--- src/rtl/fnd_pkg.sv ---
// Shared types and constants for the FND scan controller: state encoding,
// active-low gfedcba segment patterns and the digit-index width helper.
package fnd_pkg;

  typedef logic [1:0] state_t;

  localparam state_t ST_OFF   = 2'd0;
  localparam state_t ST_BLANK = 2'd1;
  localparam state_t ST_DRIVE = 2'd2;

  // Active-low patterns, bit order {g,f,e,d,c,b,a}.
  localparam logic [6:0] SEG_0     = 7'h40;
  localparam logic [6:0] SEG_1     = 7'h79;
  localparam logic [6:0] SEG_2     = 7'h24;
  localparam logic [6:0] SEG_3     = 7'h30;
  localparam logic [6:0] SEG_4     = 7'h19;
  localparam logic [6:0] SEG_5     = 7'h12;
  localparam logic [6:0] SEG_6     = 7'h02;
  localparam logic [6:0] SEG_7     = 7'h78;
  localparam logic [6:0] SEG_8     = 7'h00;
  localparam logic [6:0] SEG_9     = 7'h10;
  localparam logic [6:0] SEG_A     = 7'h08;
  localparam logic [6:0] SEG_B     = 7'h03;
  localparam logic [6:0] SEG_C     = 7'h46;
  localparam logic [6:0] SEG_D     = 7'h21;
  localparam logic [6:0] SEG_E     = 7'h06;
  localparam logic [6:0] SEG_F     = 7'h0E;
  localparam logic [6:0] SEG_BLANK = 7'h7F;

  function automatic int idx_width(input int digits);
    return (digits < 2) ? 1 : $clog2(digits);
  endfunction

endpackage

--- src/rtl/fnd_hex_decoder.sv ---
// Combinational hex nibble to active-low 7-segment {g,f,e,d,c,b,a} decoder.
module fnd_hex_decoder
  import fnd_pkg::*;
(
  input  logic [3:0] nibble,
  output logic [6:0] seg
);

  // NOTE: a default assignment before the case keeps always_comb free of latches.
  always_comb begin
    seg = SEG_BLANK;
    case (nibble)
      4'h0: seg = SEG_0;
      4'h1: seg = SEG_1;
      4'h2: seg = SEG_2;
      4'h3: seg = SEG_3;
      4'h4: seg = SEG_4;
      4'h5: seg = SEG_5;
      4'h6: seg = SEG_6;
      4'h7: seg = SEG_7;
      4'h8: seg = SEG_8;
      4'h9: seg = SEG_9;
      4'hA: seg = SEG_A;
      4'hB: seg = SEG_B;
      4'hC: seg = SEG_C;
      4'hD: seg = SEG_D;
      4'hE: seg = SEG_E;
      4'hF: seg = SEG_F;
      default: seg = SEG_BLANK;
    endcase
  end

endmodule

--- src/rtl/fnd_scan_ctrl.sv ---
// Time-multiplexed common-anode FND scan controller with frame-boundary shadow load.
// Optional leading-zero blanking is enabled by defining FND_LZB_EN.
module fnd_scan_ctrl
  import fnd_pkg::*;
#(
  parameter int DIGITS    = 6,
  parameter int TICK_DIV  = 131072,
  parameter int BLANK_CYC = 1024
) (
  input  logic                  clock_50m,
  input  logic                  rst,
  input  logic                  enable,
  input  logic                  upd_req,
  input  logic [4*DIGITS-1:0]   digit_data,
  input  logic [DIGITS-1:0]     dp_in,
  output logic                  upd_ack,
  output logic [DIGITS-1:0]     fnd_com,
  output logic [7:0]            fnd_seg,
  output logic                  frame_done
);

  localparam int IW = idx_width(DIGITS);
  localparam int PW = (TICK_DIV > 2) ? $clog2(TICK_DIV) : 1;

  state_t                state, state_nxt;
  logic [PW-1:0]         presc, presc_nxt;
  logic [IW-1:0]         idx, idx_nxt;
  logic                  boundary;
  logic [4*DIGITS-1:0]   shadow_data;
  logic [DIGITS-1:0]     shadow_dp;
  logic [DIGITS-1:0]     lzb_mask;
  logic [3:0]            sel_nib;
  logic                  sel_dp;
  logic                  sel_lzb;
  logic [6:0]            dec_seg;
  logic [DIGITS-1:0]     com_nxt;
  logic [7:0]            seg_nxt;

  // Slot sequencing; enable low overrides everything and parks the scan at digit 0.
  always_comb begin
    state_nxt = state;
    presc_nxt = presc;
    idx_nxt   = idx;
    boundary  = 1'b0;
    if (!enable) begin
      state_nxt = ST_OFF;
      presc_nxt = '0;
      idx_nxt   = '0;
    end else begin
      case (state)
        ST_OFF: begin
          state_nxt = ST_BLANK;
          presc_nxt = '0;
        end
        ST_BLANK: begin
          presc_nxt = presc + 1'b1;
          if (presc == PW'(BLANK_CYC - 1)) state_nxt = ST_DRIVE;
        end
        ST_DRIVE: begin
          if (presc == PW'(TICK_DIV - 1)) begin
            state_nxt = ST_BLANK;
            presc_nxt = '0;
            if (idx == IW'(DIGITS - 1)) begin
              idx_nxt  = '0;
              boundary = 1'b1;
            end else begin
              idx_nxt = idx + 1'b1;
            end
          end else begin
            presc_nxt = presc + 1'b1;
          end
        end
        default: begin
          state_nxt = ST_OFF;
          presc_nxt = '0;
          idx_nxt   = '0;
        end
      endcase
    end
  end

`ifdef FND_LZB_EN
  // A digit is blanked when it and every digit above it are zero; digit 0 never is.
  always_comb begin
    logic zero_above;
    lzb_mask   = '0;
    zero_above = 1'b1;
    for (int i = DIGITS - 1; i >= 1; i--) begin
      zero_above  = zero_above & (shadow_data[i*4 +: 4] == 4'd0);
      lzb_mask[i] = zero_above;
    end
  end
`else
  assign lzb_mask = '0;
`endif

  // Outputs are registered from the next-state view so commons and segments move together.
  always_comb begin
    sel_nib = '0;
    sel_dp  = 1'b0;
    sel_lzb = 1'b0;
    for (int i = 0; i < DIGITS; i++) begin
      if (idx_nxt == IW'(i)) begin
        sel_nib = shadow_data[i*4 +: 4];
        sel_dp  = shadow_dp[i];
        sel_lzb = lzb_mask[i];
      end
    end
  end

  fnd_hex_decoder u_dec (
    .nibble (sel_nib),
    .seg    (dec_seg)
  );

  always_comb begin
    for (int i = 0; i < DIGITS; i++) begin
      com_nxt[i] = !((state_nxt == ST_DRIVE) && (idx_nxt == IW'(i)));
    end
    seg_nxt = (state_nxt == ST_DRIVE) ? {~sel_dp, sel_lzb ? SEG_BLANK : dec_seg} : 8'hFF;
  end

  // NOTE: sequential state uses non-blocking assignments so every register samples pre-edge values.
  always_ff @(posedge clock_50m or negedge rst) begin
    if (!rst) begin
      state       <= ST_OFF;
      presc       <= '0;
      idx         <= '0;
      shadow_data <= '0;
      shadow_dp   <= '0;
      fnd_com     <= '1;
      fnd_seg     <= 8'hFF;
      upd_ack     <= 1'b0;
      frame_done  <= 1'b0;
    end else begin
      state      <= state_nxt;
      presc      <= presc_nxt;
      idx        <= idx_nxt;
      fnd_com    <= com_nxt;
      fnd_seg    <= seg_nxt;
      frame_done <= boundary;
      upd_ack    <= boundary && upd_req;
      if (boundary && upd_req) begin
        shadow_data <= digit_data;
        shadow_dp   <= dp_in;
      end
    end
  end

endmodule
--- config.mk ---
export PLATFORM = sky130hd
export DESIGN_NAME = fnd_scan_ctrl
export DESIGN_NICKNAME = d
export VERILOG_FILES = /design/src/rtl/fnd_pkg.sv /design/src/rtl/fnd_hex_decoder.sv /design/src/rtl/fnd_scan_ctrl.sv
export SDC_FILE = /design/constraint.sdc
export NUM_CORES = 1
export LEC_CHECK = 0
export CORE_MARGIN = 4
export CORE_UTILIZATION = 25
export DETAILED_ROUTE_END_ITERATION = 16
export SLEW_MARGIN = 10
export SYNTH_ARGS = -nofsm -noshare
export SYNTH_HDL_FRONTEND = slang
export SYNTH_SLANG_ARGS = --single-unit
--- constraint.sdc ---
create_clock -name clock_50m -period 4.87 [get_ports clock_50m]
set_input_delay 0.974 -clock clock_50m [delete_from_list [all_inputs] [get_ports clock_50m]]
set_output_delay 0.974 -clock clock_50m [all_outputs]
set_load 0.02 [all_outputs]
==> impl_metrics.csv, run 1 <==
group,metric,value,unit
run_status,status,"finished, final reports clean",
final_layout,antennaDiodeCount,0,
final_layout,final_cells,516,
synthesis,synthTopCellsByArea,"dfrtp_1 (40%), mux2_2 (11%), dfstp_2 (11%), ha_1 (4.4%), mux2i_1 (2.9%)",
synthesis,syn_area_per_cell,12.1,um2
detailed_routing,dr.first_iter.drc_count,120,
sta,finalCritPeriodShare,0.834,
power,power_leakage,1.92,nW
place,pre_cts_ws,823,ps
cts,cts_sinks,68,
sta,setup_violations,0,
grt,antenna_found_initial,0,
place,port_buffers,49,
die,core-area,13300,um2
final_layout,area_delta_synth_final,27.7,%
min_path,hold_start,"presc[0]",
power,total_power,1.25,mW
synthesis,netlist_top_cells_count,"dfrtp_1 (54), mux2_2 (33), nor2_1 (25)",
cts,clock_latency,330,ps
cts,clk_pin_slew,50,ps
sta,worst_pin_slew,730,ps
critical_path,required,5100,ps
critical_path,cp.arrival,4280,ps
place,dpl.hpwl,5.28,mm
critical_path,r2r_start,"presc[0]",
detailed_routing,finalWirelength,7.14,mm
detailed_routing,drc,0,
cts,cts_buffers,9,
sta,rsz0062_at_grt,"no",
min_path,worstHoldPathCells,1,
die,dieHeight,125,um
cts,h-tree-depth,3,
min_path,hold_class,"flop to flop",
synthesis,synthDominantCellAreaShare,0.396,
sta,setup_tns,0,ps
synthesis,synthCells,283,
power,power_density,287,nW/um2
synthesis,synth_edf_count,0,
power,vdd_drop_max,0.000183,V
sta,setup_ws,811,ps
die,io_pins,50,
final_layout,utilization,0.328,
die,die_x,125,um
critical_path,critPathSlowestCell,"dfrtp_1",
synthesis,ys.flop_type,"dfrtp_1",
critical_path,worstRegToRegCells,17,
synthesis,synth_top_cell_by_area,"dfrtp_1",
critical_path,rr_endpoint,"fnd_seg[3]",
synthesis,yosysMostFrequentCell,"dfrtp_1",
die,initial_utilization,0.257,
synthesis,synth_warnings,0,
critical_path,reg2reg_slack,810,ps
grt,grt_pass1_vias,2483,
sta,maxSlewViolCount,0,
critical_path,cp-end-kind,"flop",
synthesis,async_reset_ff_frac,1.00,
synthesis,synth_area,3410,um2
grt,grt_pass1_wl,12.4,mm
synthesis,synth_cell_types,55,
cts,cts_tree,"yes",
critical_path,critPathKind,"flop to flop",
cts,cts_hold_buf,0,
synthesis,synthesis.nets,329,
final_layout,drive_above_1_share,0.241,
place,place_congestion,0.846,
detailed_routing,ant_nets,0,
detailed_routing,vias,2283,
grt,overflow,0,
sta,slew_headroom,0.514,
final_layout,nets,381,
cts,cts_resized,0,
cts,post_cts_buffers,0,
critical_path,cp-start-kind,"flop",
cts,clock_path_buffers,2,
die,die-area,15600,um2
detailed_routing,wire_per_inst,13.8,um
detailed_routing,first_pass_iters,4,
place,dp.cells,499,
synthesis,seq_area_frac_synth,0.503,
critical_path,cpPeakStageDelay,370,ps
critical_path,cpMostUsedCell,"ha_1",
critical_path,crit_fanout,11,
grt,grt_max_degree,37,
detailed_routing,routed_via_density,4.42,
min_path,min_to,"presc[0]",
grt,grtUsageTotal,0.0972,
cts,cts_root_buf,"clkbuf_16",
sta,fmaxAchievable,246,MHz
sta,clock_skew,5.17,ps
sta,finalCriticalPeriod,4060,ps
die,rows,42,
flow_run,drv_cap,0,
synthesis,ys_seq_elements,68,
sta,hold_violations,0,
critical_path,crit_chain,"ha_1, nand3_1, nand2b_1, nor2_1, and3_1, ha_1, and2_1, xnor2_2, a2111oi_4, buf_4, nand2_1, a21oi_2, inv_2, ha_1, mux2_1, mux2i_1, nand2_1",
## area by class of cell
cell class	instances	area (um2)
clock buffer	12	236
clock inverter	4	50.0
fill	1347	8930
inverter	9	33.8
multi-input combinational	193	1580
sequential	68	1720
tap	176	220
timing repair buffer	54	523
## cell families after synthesis
kind of cell / after synthesis / synth area share
AO/OA/AOI/OAI: 37 / 0.0997
XOR/XNOR: 16 / 0.0432
adder cells (fa/ha/maj): 12 / 0.0440
buffers and inverters: 22 / 0.0341
flip-flops: 68 / 0.503
multiplexers: 46 / 0.148
AND/OR/NAND/NOR: 82 / 0.128
## layer usage
layer  part of all wire  vias to the layer above  global-route usage
li1                   -                     1105                   -
met1               0.47                     1121               0.124
met2               0.48                       44               0.155
met3              0.035                       13              0.0326
met4              0.017                        0              0.0325
met5                  0                        -                   0
## worst max-delay path: cells and delay by family, from the launching register on
| family | cells | cell delay [ps] |
|---|---|---|
| and+or+nand+nor | 7 | 1290 |
| DFF | 1 | 370 |
| AOI/OAI and AO/OA | 2 | 670 |
| xor gates and xnor gates | 1 | 110 |
| buffers and inverters | 2 | 320 |
| adders and majority gates | 3 | 720 |
| muxes | 2 | 450 |
## sequential cells by signal, summed over array words and instances, names as in the netlist
| register | count |
|---|---|
| upd_ack | 1 |
| idx | 3 |
| shadow_dp | 6 |
| frame_done | 1 |
| fnd_seg | 8 |
| presc | 17 |
| fnd_com | 6 |
| state | 2 |
| shadow_data | 24 |
## power breakdown
part	switching (mW)	total, mW	internal (mW)
clock	0.235	0.631	0.396
sequential	0.00138	0.568	0.567
combinational	0.0240	0.0509	0.0269
total	0.261	1.25	0.990
## how the worst max path moves through the flow
stage	startpoint	to	slack, ps	cells after the start
global placement	presc[0]	fnd_seg[3]	940	16
detailed placement	presc[0]	fnd_seg[0]	820	17
floorplan	presc[0]	fnd_seg[0]	1330	18
global route	presc[0]	fnd_seg[3]	370	16
CTS	presc[0]	fnd_seg[0]	790	17
finish	presc[0]	fnd_seg[3]	810	17
## cell usage in the layout, fill, tap and decap left out, types with 2 or more instances in the layout
| master | synthesis | routed |
|---|---|---|
| dfrtp_1 | 54 | 54 |
| nand3_1 | 11 | 11 |
| o211ai_1 | 5 | 5 |
| a221oi_1 | 2 | 2 |
| xnor2_1 | 5 | 5 |
| a21oi_1 | 5 | 5 |
| mux2_1 | 3 | 3 |
| mux2i_1 | 10 | 10 |
| mux2_2 | 33 | 33 |
| and2_1 | 2 | 2 |
| o21ai_0 | 2 | 2 |
| nand2_1 | 17 | 17 |
| ha_1 | 12 | 12 |
| or3_1 | 2 | 2 |
| xor2_1 | 10 | 10 |
| a22oi_1 | 5 | 5 |
| clkbuf_16 | 0 | 9 |
| and4_1 | 2 | 2 |
| buf_4 | 0 | 5 |
| and3_1 | 4 | 4 |
| clkinvlp_4 | 0 | 2 |
| nor4_2 | 3 | 3 |
| a221o_1 | 2 | 2 |
| o221ai_1 | 3 | 3 |
| clkdlybuf4s50_1 | 0 | 48 |
| nor2b_1 | 3 | 3 |
| clkbuf_1 | 5 | 3 |
| nor2_1 | 25 | 25 |
| inv_1 | 8 | 8 |
| dfstp_2 | 14 | 14 |
| nand2b_1 | 3 | 3 |
## per-stage QoR
stage                     instance area, um2  hold WS [ps]
final                                   4360           475
after global routing                    4360           490
after CTS                               4350           476
after detailed placement                4070           466
after global placement                  4070           443
after floorplan                         3410           433
No activity file was read; power rests on OpenSTA's default activity.
==> run 2: changes to the inputs <==
==> constraint.sdc (replaced) <==
create_clock -name clock_50m -period 3.26 [get_ports clock_50m]
set_input_delay 0.652 -clock clock_50m [delete_from_list [all_inputs] [get_ports clock_50m]]
set_output_delay 0.652 -clock clock_50m [all_outputs]
set_load 0.02 [all_outputs]
==> impl_metrics.csv, run 2 (synthesis gave the netlist of run 1 again) <==
group,metric,value,unit
critical_path,cp-start-kind,"flop",
cts,cts_sinks,68,
cts,cts_buffers,9,
cts,clock_path_buffers,2,
die,io_pins,50,
detailed_routing,vias,2482,
grt,antenna_found_initial,0,
power,sw_frac_of_total,0.203,
sta,setup_violations,1,
sta,setup_ws,-8.62,ps
critical_path,reg2reg_slack,-9,ps
sta,maxSlewViolCount,0,
detailed_routing,finalWirelength,8.05,mm
detailed_routing,first_pass_iters,4,
final_layout,utilization,0.375,
power,seqPwrFrac,0.433,
detailed_routing,ant_nets,0,
die,initial_utilization,0.257,
sta,finalCriticalPeriod,3270,ps
power,combPwrFrac,0.044,
cts,cts_root_buf,"clkbuf_16",
sta,worst_pin_slew,746,ps
critical_path,worstRegToRegCells,14,
sta,finalCritPeriodShare,1.00,
final_layout,nets,422,
grt,grtUsageTotal,0.104,
place,port_buffers,49,
final_layout,antennaDiodeCount,0,
final_layout,largest_reg_flops,24,
critical_path,r2r_start,"presc[12]",
die,dieHeight,125,um
final_layout,layout_commonest_cell,"dfrtp_1",
critical_path,crit_chain,"and3_1, and3_1, and3_4, ha_4, xor2_2, buf_4, a22oi_4, nor3_4, buf_4, a221o_2, a21oi_4, mux2_4, nand2_1, o211ai_1",
sta,hold_violations,0,
grt,grt_pass1_vias,2635,
cts,h-tree-depth,3,
final_layout,top_register,"shadow_data",
place,dp.cells,524,
place,place_congestion,0.855,
place,postPlaceCellArea,4350,um2
final_layout,final_cell_mix,"dfrtp_1 (54), clkdlybuf4s50_1 (48), buf_4 (38)",
critical_path,cp.arrival,3510,ps
critical_path,required,3500,ps
power,p_int,1.56,mW
critical_path,critPathSlowestCell,"dfrtp_1",
die,die-area,15600,um2
final_layout,final_cells,557,
critical_path,crit_fanout,6,
place,dpl.hpwl,5.65,mm
sta,clock_skew,4.79,ps
power,vdd_drop_max,0.000247,V
critical_path,critPathKind,"flop to flop",
critical_path,cp-end-kind,"flop",
sta,rsz0062_at_grt,"yes",
cts,cts_tree,"yes",
min_path,hold_class,"input port to asynchronous set/reset pin",
cts,clk_pin_slew,60,ps
detailed_routing,wire_per_inst,14.5,um
detailed_routing,drc,0,
sta,setup_tns,-8.62,ps
flow_run,drv_cap,0,
final_layout,drive_above_1_share,0.391,
sta,fmaxAchievable,306,MHz
power,clock_power_share,0.523,
run_status,status,"finished, violations left",
sta,slew_headroom,0.503,
critical_path,rr_endpoint,"fnd_seg[6]",
die,core-area,13300,um2
cts,clock_latency,330,ps
grt,grt_pass1_wl,13.1,mm
detailed_routing,routed_via_density,4.46,
run_status,violations,"negative setup slack",
detailed_routing,dr.first_iter.drc_count,128,
grt,grt_max_degree,39,
final_layout,area_delta_synth_final,45.8,%
power,power_leakage,2.20,nW
grt,overflow,0,
die,die_x,125,um
final_layout,largestRegisters,"shadow_data x24, presc x17, fnd_seg x8",
power,switchingPower,0.398,mW
die,rows,42,
final_layout,finalInstanceArea,4980,um2
power,power_density,394,nW/um2
critical_path,cpPeakStageDelay,380,ps
[run 2: worst max-delay path: cells and delay by family, from the launching register on]
kind                     cells  cell delay, ps
AO/OA/AOI/OAI                4            1010
AND/OR/NAND/NOR              5             800
flip-flops                   1             380
multiplexers                 1             340
buffers and inverters        2             310
adder cells (fa/ha/maj)      1             180
XOR/XNOR                     1             180
[run 2: routing by layer]
| metal | vias up | global-route usage | wire, um |
|---|---|---|---|
| met4 | 0 | 0.0542 | 272 |
| met3 | 20 | 0.0219 | 297 |
| met1 | 1213 | 0.129 | 3490 |
| met2 | 54 | 0.172 | 3990 |
| met5 | - | 0 | 0 |
| li1 | 1195 | - | - |
[run 2: worst max-delay path by stage]
stage / start / to / slack [ps] / cells after the start
finish: presc[12] / fnd_seg[6] / -9 / 14
global route: presc[1] / fnd_seg[6] / -160 / 18
CTS: presc[1] / fnd_seg[6] / 6 / 18
detailed placement: presc[0] / fnd_seg[3] / -110 / 16
global placement: presc[0] / fnd_seg[3] / -20 / 18
floorplan: presc[0] / fnd_seg[0] / 5 / 18
[run 2: stage by stage]
| step | hold slack, ps | total power [mW] | setup slack (ps) |
|---|---|---|---|
| floorplan | 356 | 0.879 | 4.79 |
| global placement | 443 | 0.948 | -18.3 |
| detailed placement | 459 | 0.949 | -113 |
| CTS | 414 | 1.99 | 6.15 |
| global route | 436 | 2.04 | -156 |
| finish | 388 | 1.96 | -8.62 |
[run 2: area by class of cell]
class | instances | area (um2)
well taps | 176 | 220
multi-input cells | 193 | 1820
inverters | 9 | 33.8
clock buffers | 10 | 229
flip-flops and latches | 68 | 1720
fillers | 1275 | 8320
clock inverters | 6 | 88.8
repair buffers | 95 | 870
[run 2: what timing repair did]
item                                    4_1_cts  5_1_grt
hold buffers                                  0        0
hold endpoints to repair                      0        0
resized for setup                            14       23
buffers inserted                              7       10
pin swaps                                     6       19
endpoints found under the setup margin        7        7
[run 2: power groups by stage]
stage / Sequential [mW] / Combinational, mW / Clock (mW)
6_report: 0.849 / 0.0854 / 1.03
2_1_floorplan: 0.863 / 0.0163 / 0
3_3_place_gp: 0.863 / 0.0854 / 0
3_5_place_dp: 0.863 / 0.0855 / 0
5_1_grt: 0.848 / 0.0949 / 1.10
4_1_cts: 0.848 / 0.0879 / 1.05
